--- src/rtl/dds_dac_spi.sv ---
// dds_dac_spi: decimating serializer from the DDS sample stream to a
// 3-wire serial DAC (TLC5615 style). It takes one sample per frame through
// a valid/ready handshake. The sample is sent MSB first, followed by zero pad
// bits, and the DAC samples data on the rising edge of SCLK. After each frame
// cs_n stays high for a guard interval before the next sample is accepted.
module dds_dac_spi #(
  parameter int DATA_W     = 10,
  parameter int FRAME_BITS = 12,
  parameter int CLK_DIV    = 4,
  parameter int GAP_CYC    = 16
) (
  input  logic              clk,
  input  logic              rst,
  input  logic [DATA_W-1:0] din,
  input  logic              din_valid,
  output logic              din_ready,
  output logic              dac_cs_n,
  output logic              dac_sclk,
  output logic              dac_din,
  output logic              frame_done
);

  localparam int PAD_W   = FRAME_BITS - DATA_W;
  localparam int CNT_MAX = (CLK_DIV > GAP_CYC) ? CLK_DIV : GAP_CYC;
  localparam int CNT_W   = $clog2(CNT_MAX + 1);
  localparam int BIT_W   = $clog2(FRAME_BITS + 1);

  localparam logic [CNT_W-1:0] DIV_LAST = CNT_W'(CLK_DIV - 1);
  localparam logic [CNT_W-1:0] GAP_LAST = CNT_W'(GAP_CYC - 1);
  localparam logic [CNT_W-1:0] CNT_ONE  = CNT_W'(1);
  localparam logic [BIT_W-1:0] BIT_LAST = BIT_W'(FRAME_BITS - 1);
  localparam logic [BIT_W-1:0] BIT_ONE  = BIT_W'(1);

  typedef enum logic [2:0] {
    IDLE,
    SETUP,
    SHIFT,
    HOLD,
    GAP
  } state_t;

  state_t                state_q, state_d;
  logic [CNT_W-1:0]      cnt_q, cnt_d;
  logic [BIT_W-1:0]      bit_q, bit_d;
  logic [FRAME_BITS-1:0] sreg_q, sreg_d;
  logic                  ready_q, ready_d;
  logic                  cs_n_q, cs_n_d;
  logic                  sclk_q, sclk_d;
  logic                  sdo_q, sdo_d;
  logic                  done_q, done_d;

  logic [FRAME_BITS-1:0] load_word;
  logic [FRAME_BITS-1:0] sreg_shift;

  // The frame word is the sample left-aligned, with zero pad bits below it
  assign load_word = FRAME_BITS'(din) << PAD_W;

  // Frame sequencing: next-state and next-output logic for every register
  always_comb begin
    state_d    = state_q;
    cnt_d      = cnt_q;
    bit_d      = bit_q;
    sreg_d     = sreg_q;
    ready_d    = ready_q;
    cs_n_d     = cs_n_q;
    sclk_d     = sclk_q;
    sdo_d      = sdo_q;
    done_d     = 1'b0;
    sreg_shift = sreg_q << 1;

    unique case (state_q)
      IDLE: begin
        if (din_valid && ready_q) begin
          sreg_d  = load_word;
          sdo_d   = din[DATA_W-1];
          cs_n_d  = 1'b0;
          ready_d = 1'b0;
          cnt_d   = '0;
          bit_d   = '0;
          state_d = SETUP;
        end
      end

      SETUP: begin
        if (cnt_q == DIV_LAST) begin
          sclk_d  = 1'b1;
          cnt_d   = '0;
          state_d = SHIFT;
        end else begin
          cnt_d = cnt_q + CNT_ONE;
        end
      end

      SHIFT: begin
        if (cnt_q == DIV_LAST) begin
          cnt_d = '0;
          if (!sclk_q) begin
            sclk_d = 1'b1;
          end else begin
            sclk_d = 1'b0;
            if (bit_q == BIT_LAST) begin
              sdo_d   = 1'b0;
              state_d = HOLD;
            end else begin
              sreg_d = sreg_shift;
              sdo_d  = sreg_shift[FRAME_BITS-1];
              bit_d  = bit_q + BIT_ONE;
            end
          end
        end else begin
          cnt_d = cnt_q + CNT_ONE;
        end
      end

      HOLD: begin
        if (cnt_q == DIV_LAST) begin
          cs_n_d  = 1'b1;
          done_d  = 1'b1;
          cnt_d   = '0;
          state_d = GAP;
        end else begin
          cnt_d = cnt_q + CNT_ONE;
        end
      end

      GAP: begin
        if (cnt_q == GAP_LAST) begin
          ready_d = 1'b1;
          cnt_d   = '0;
          state_d = IDLE;
        end else begin
          cnt_d = cnt_q + CNT_ONE;
        end
      end

      default: begin
        state_d = IDLE;
      end
    endcase
  end

  // Registers: reset aborts any frame in flight and returns to idle outputs
  always_ff @(posedge clk or posedge rst) begin
    if (rst) begin
      state_q <= IDLE;
      cnt_q   <= '0;
      bit_q   <= '0;
      sreg_q  <= '0;
      ready_q <= 1'b1;
      cs_n_q  <= 1'b1;
      sclk_q  <= 1'b0;
      sdo_q   <= 1'b0;
      done_q  <= 1'b0;
    end else begin
      state_q <= state_d;
      cnt_q   <= cnt_d;
      bit_q   <= bit_d;
      sreg_q  <= sreg_d;
      ready_q <= ready_d;
      cs_n_q  <= cs_n_d;
      sclk_q  <= sclk_d;
      sdo_q   <= sdo_d;
      done_q  <= done_d;
    end
  end

  assign din_ready  = ready_q;
  assign dac_cs_n   = cs_n_q;
  assign dac_sclk   = sclk_q;
  assign dac_din    = sdo_q;
  assign frame_done = done_q;

endmodule

--- config.mk ---
export PLATFORM = sky130hd
export DESIGN_NAME = dds_dac_spi
export DESIGN_NICKNAME = d
export VERILOG_FILES = /design/src/rtl/dds_dac_spi.sv
export SDC_FILE = /design/constraint.sdc
export NUM_CORES = 1
export LEC_CHECK = 0
export CAP_MARGIN = 30
export CELL_PAD_IN_SITES_DETAIL_PLACEMENT = 1
export CELL_PAD_IN_SITES_GLOBAL_PLACEMENT = 2
export CORE_ASPECT_RATIO = 0.5
export CORE_MARGIN = 2
export CORE_UTILIZATION = 32
export CTS_CLUSTER_DIAMETER = 60
export DETAILED_ROUTE_END_ITERATION = 8
export GPL_ROUTABILITY_DRIVEN = 0
export PLACE_DENSITY = 0.74
export REMOVE_ABC_BUFFERS = 1
export SLEW_MARGIN = 20
export SYNTH_ARGS = -nofsm -noshare
export SYNTH_HDL_FRONTEND = slang
export SYNTH_SLANG_ARGS = --single-unit
--- constraint.sdc ---
create_clock -name clk -period 2.1 [get_ports clk]
set_input_delay 0.42 -clock clk [delete_from_list [all_inputs] [get_ports clk]]
set_output_delay 0.42 -clock clk [all_outputs]
set_load 0.1 [all_outputs]
==> impl_metrics.tcl <==
set metrics [dict create \
    status "finished clean" \
    h-tree-depth 1 \
    period_share_pct 94.7 \
    synth_mux_area_share_pct 17.7 \
    leakage_nw 0.912 \
    ios 18 \
    drc 0 \
    slowest_delay_ns 0.67 \
    p_per_area_mw_per_mm2 517 \
    synth_compound_gate_area_share_pct 10.3 \
    wl_um 3150 \
    grt_pass1_wl_um 5380 \
    syn_area_sq_mm 0.00147 \
    die-area_sq_mm 0.00518 \
    required_ns 2.27 \
    row_count 17 \
    multiInputGateArea_sq_um 771 \
    drtIter0Drc 48 \
    synth-seq-area-share_pct 44.5 \
    fin_nets 185 \
    regArea_sq_um 653 \
    min_period_ns 1.99 \
    nFillCells 503 \
    synth_top_family_by_area "simple AND/OR/NAND/NOR gates" \
    final_common_cell "dfrtp_1" \
    max-slew-margin-rel_pct 60.6 \
    synth.distinct_cells 40 \
    grt_pass1_vias 1125 \
    cp_max_fo 5 \
    die_h_um 51.9 \
    cts-buffers-inserted 3 \
    drive_gt1_share_pct 33.5 \
    wire_per_inst_um 14.0 \
    port_buffers 17 \
    grt_usage_pct 13.6 \
    worstSetupStartpointType "flop" \
    finalSetupViolCount 0 \
    clkLatencyLatePin_ns 0.27 \
    synth_xor_area_share_pct 1.19 \
    worstSetupPathType "reg -> reg" \
    synth_ff_type "dfrtp_1" \
    maxCapViolations 0 \
    area_growth_pct 29.9 \
    clk_pin_slew_ns 0.09 \
    grt_overflow 0 \
    cts_tree "done" \
    tightest_slew_ns 0.589 \
    whs_ns 0.499 \
    finClkSkew_ns 0.00164 \
    synth-async-reset-ratio_pct 100 \
    antenna_found_initial 0 \
    end_kind "flop" \
    hpwlAfterDp_um 2170 \
    synth_enable_flop_cells 0 \
    cts_sinks 26 \
    final_cell_mix "dfrtp_1 (24), buf_4 (22), mux2_2 (12), nand2_1 (12), clkdlybuf4s50_1 (12)" \
    rsz0062_at_grt "false" \
    start_util_pct 33.4 \
    final.setup.tns_ns 0 \
    grt_max_degree 27 \
    slowest_stage "or4b_2" \
    ys_warn_count 0 \
    path_cells "ha_1, buf_4, or4b_2, a21oi_2, mux2_2" \
    dr.pass1.iters 4 \
    viasPerCell 4.99 \
    detail-route-antenna-nets 0 \
    clockBufferDepth 2 \
    synth_fa_ha_area_share_pct 3.41 \
    diodes 0 \
    hp-class "in -> async" \
    synthSimpleGateAreaFrac_pct 18.4 \
    max_freq_ghz 0.503 \
    cts_hold_buffers 0 \
    synth_seq_cells 26 \
    root_buffer "clkbuf_8" \
    hold_viol_final 0 \
    arrival_ns 2.16 \
    core_area_sq_mm 0.00440 \
    via_count 1118 \
    netlist_instances 133 \
    vdd.ir_drop.worst_v 0.000233 \
    slew_violations 0 \
    dieWidth_um 99.8 \
    syn_area_per_cell_sq_um 11.0 \
]
==> where the power goes <==
part | switching [mW] | internal (mW)
Sequential | 0.0167 | 0.522
Clock | 0.168 | 0.136
Combinational | 0.0655 | 0.0777
==> routing by layer <==
metal / up-vias / GRT usage [%] / wire, um / share of wire (%)
met2: 14 / 22.9 / 1420 / 45
li1: 547 / - / - / -
met3: 5 / 3.23 / 84 / 2.7
met1: 552 / 17.6 / 1610 / 51
met4: 0 / 4.11 / 36 / 1.1
met5: - / 0 / 0 / 0
==> Yosys cell counts (all sizes together) (3+ instances only) <==
cell type | n | share of area [%]
nor2 | 9 | 2.3
a21o | 4 | 2.0
clkbuf | 4 | 1.1
ha | 4 | 3.4
nand3b | 3 | 2.4
a21oi | 5 | 1.7
a211oi | 3 | 1.5
dfrtp | 24 | 41
buf | 3 | 1.9
nand3 | 7 | 2.4
inv | 6 | 1.5
mux2 | 19 | 16
o21ai | 3 | 1.0
or4b | 3 | 2.0
nand2 | 12 | 3.1
==> through the flow <==
step	setup WS (ns)	instances	instance area, sq um	power, mW	util (%)
global placement	-0.101	218	1830	0.690	41.5
global route	0.00685	224	1910	1.04	43.3
detailed placement	-0.109	218	1830	0.693	41.5
floorplan	-0.139	126	1430	0.632	-
CTS	0.0531	222	1890	1.00	42.9
finish	0.112	224	1910	0.987	43.3
==> layout make-up <==
class	instances	area share, %
timing repair buffer	37	18.1
multi-input combinational	94	40.4
sequential	26	34.2
inverter	6	1.18
tap	57	3.74
clock buffer	4	2.36
==> flip-flops by register name, summed over array words and instances (netlist names) <==
signal,count
sreg_q,9
frame_done,1
state_q,3
din_ready,1
dac_cs_n,1
dac_din,1
dac_sclk,1
bit_q,4
cnt_q,5
==> path summary, 6_finish.rpt <==
check,start,end,slack (ns),cells after the start
setup / recovery,cnt_q[0]$_DFFE_PP0P_,dac_din$_DFFE_PP0P_,0.11,5
hold / removal,rst,bit_q[0]$_DFFE_PP0P_,0.50,3
setup reg to reg,cnt_q[0]$_DFFE_PP0P_,dac_din$_DFFE_PP0P_,0.11,5
hold reg to reg,sreg_q[6]$_DFFE_PP0P_,sreg_q[6]$_DFFE_PP0P_,0.51,1
max in group asynchronous,rst,din_ready$_DFFE_PP1P_,1.30,3
min in group clk,sreg_q[6]$_DFFE_PP0P_,sreg_q[6]$_DFFE_PP0P_,0.51,1
==> worst max-delay path: cells and delay by family (launching register included) <==
kind	cells	cell delay [ns]
muxes	1	0.34
adders and majority gates	1	0.17
AOI/OAI and AO/OA	1	0.19
buffers and inverters	1	0.14
DFF	1	0.37
and+or+nand+nor	1	0.67
==> kinds of logic (layout without fill, tap and decap cells) <==
group | count (synthesis) | after routing
compound gates | 22 | 22
simple gates | 45 | 45
fa+ha+maj | 4 | 4
mux | 21 | 21
flops | 26 | 26
xor+xnor | 2 | 2
buf+inv | 13 | 47
==> what timing repair did <==
action	in CTS	in global routing
hold endpoints to repair	0	0
resized for setup	3	1
endpoints found under the setup margin	3	2
buffers inserted	0	2
(Power assumes the default switching activity.)
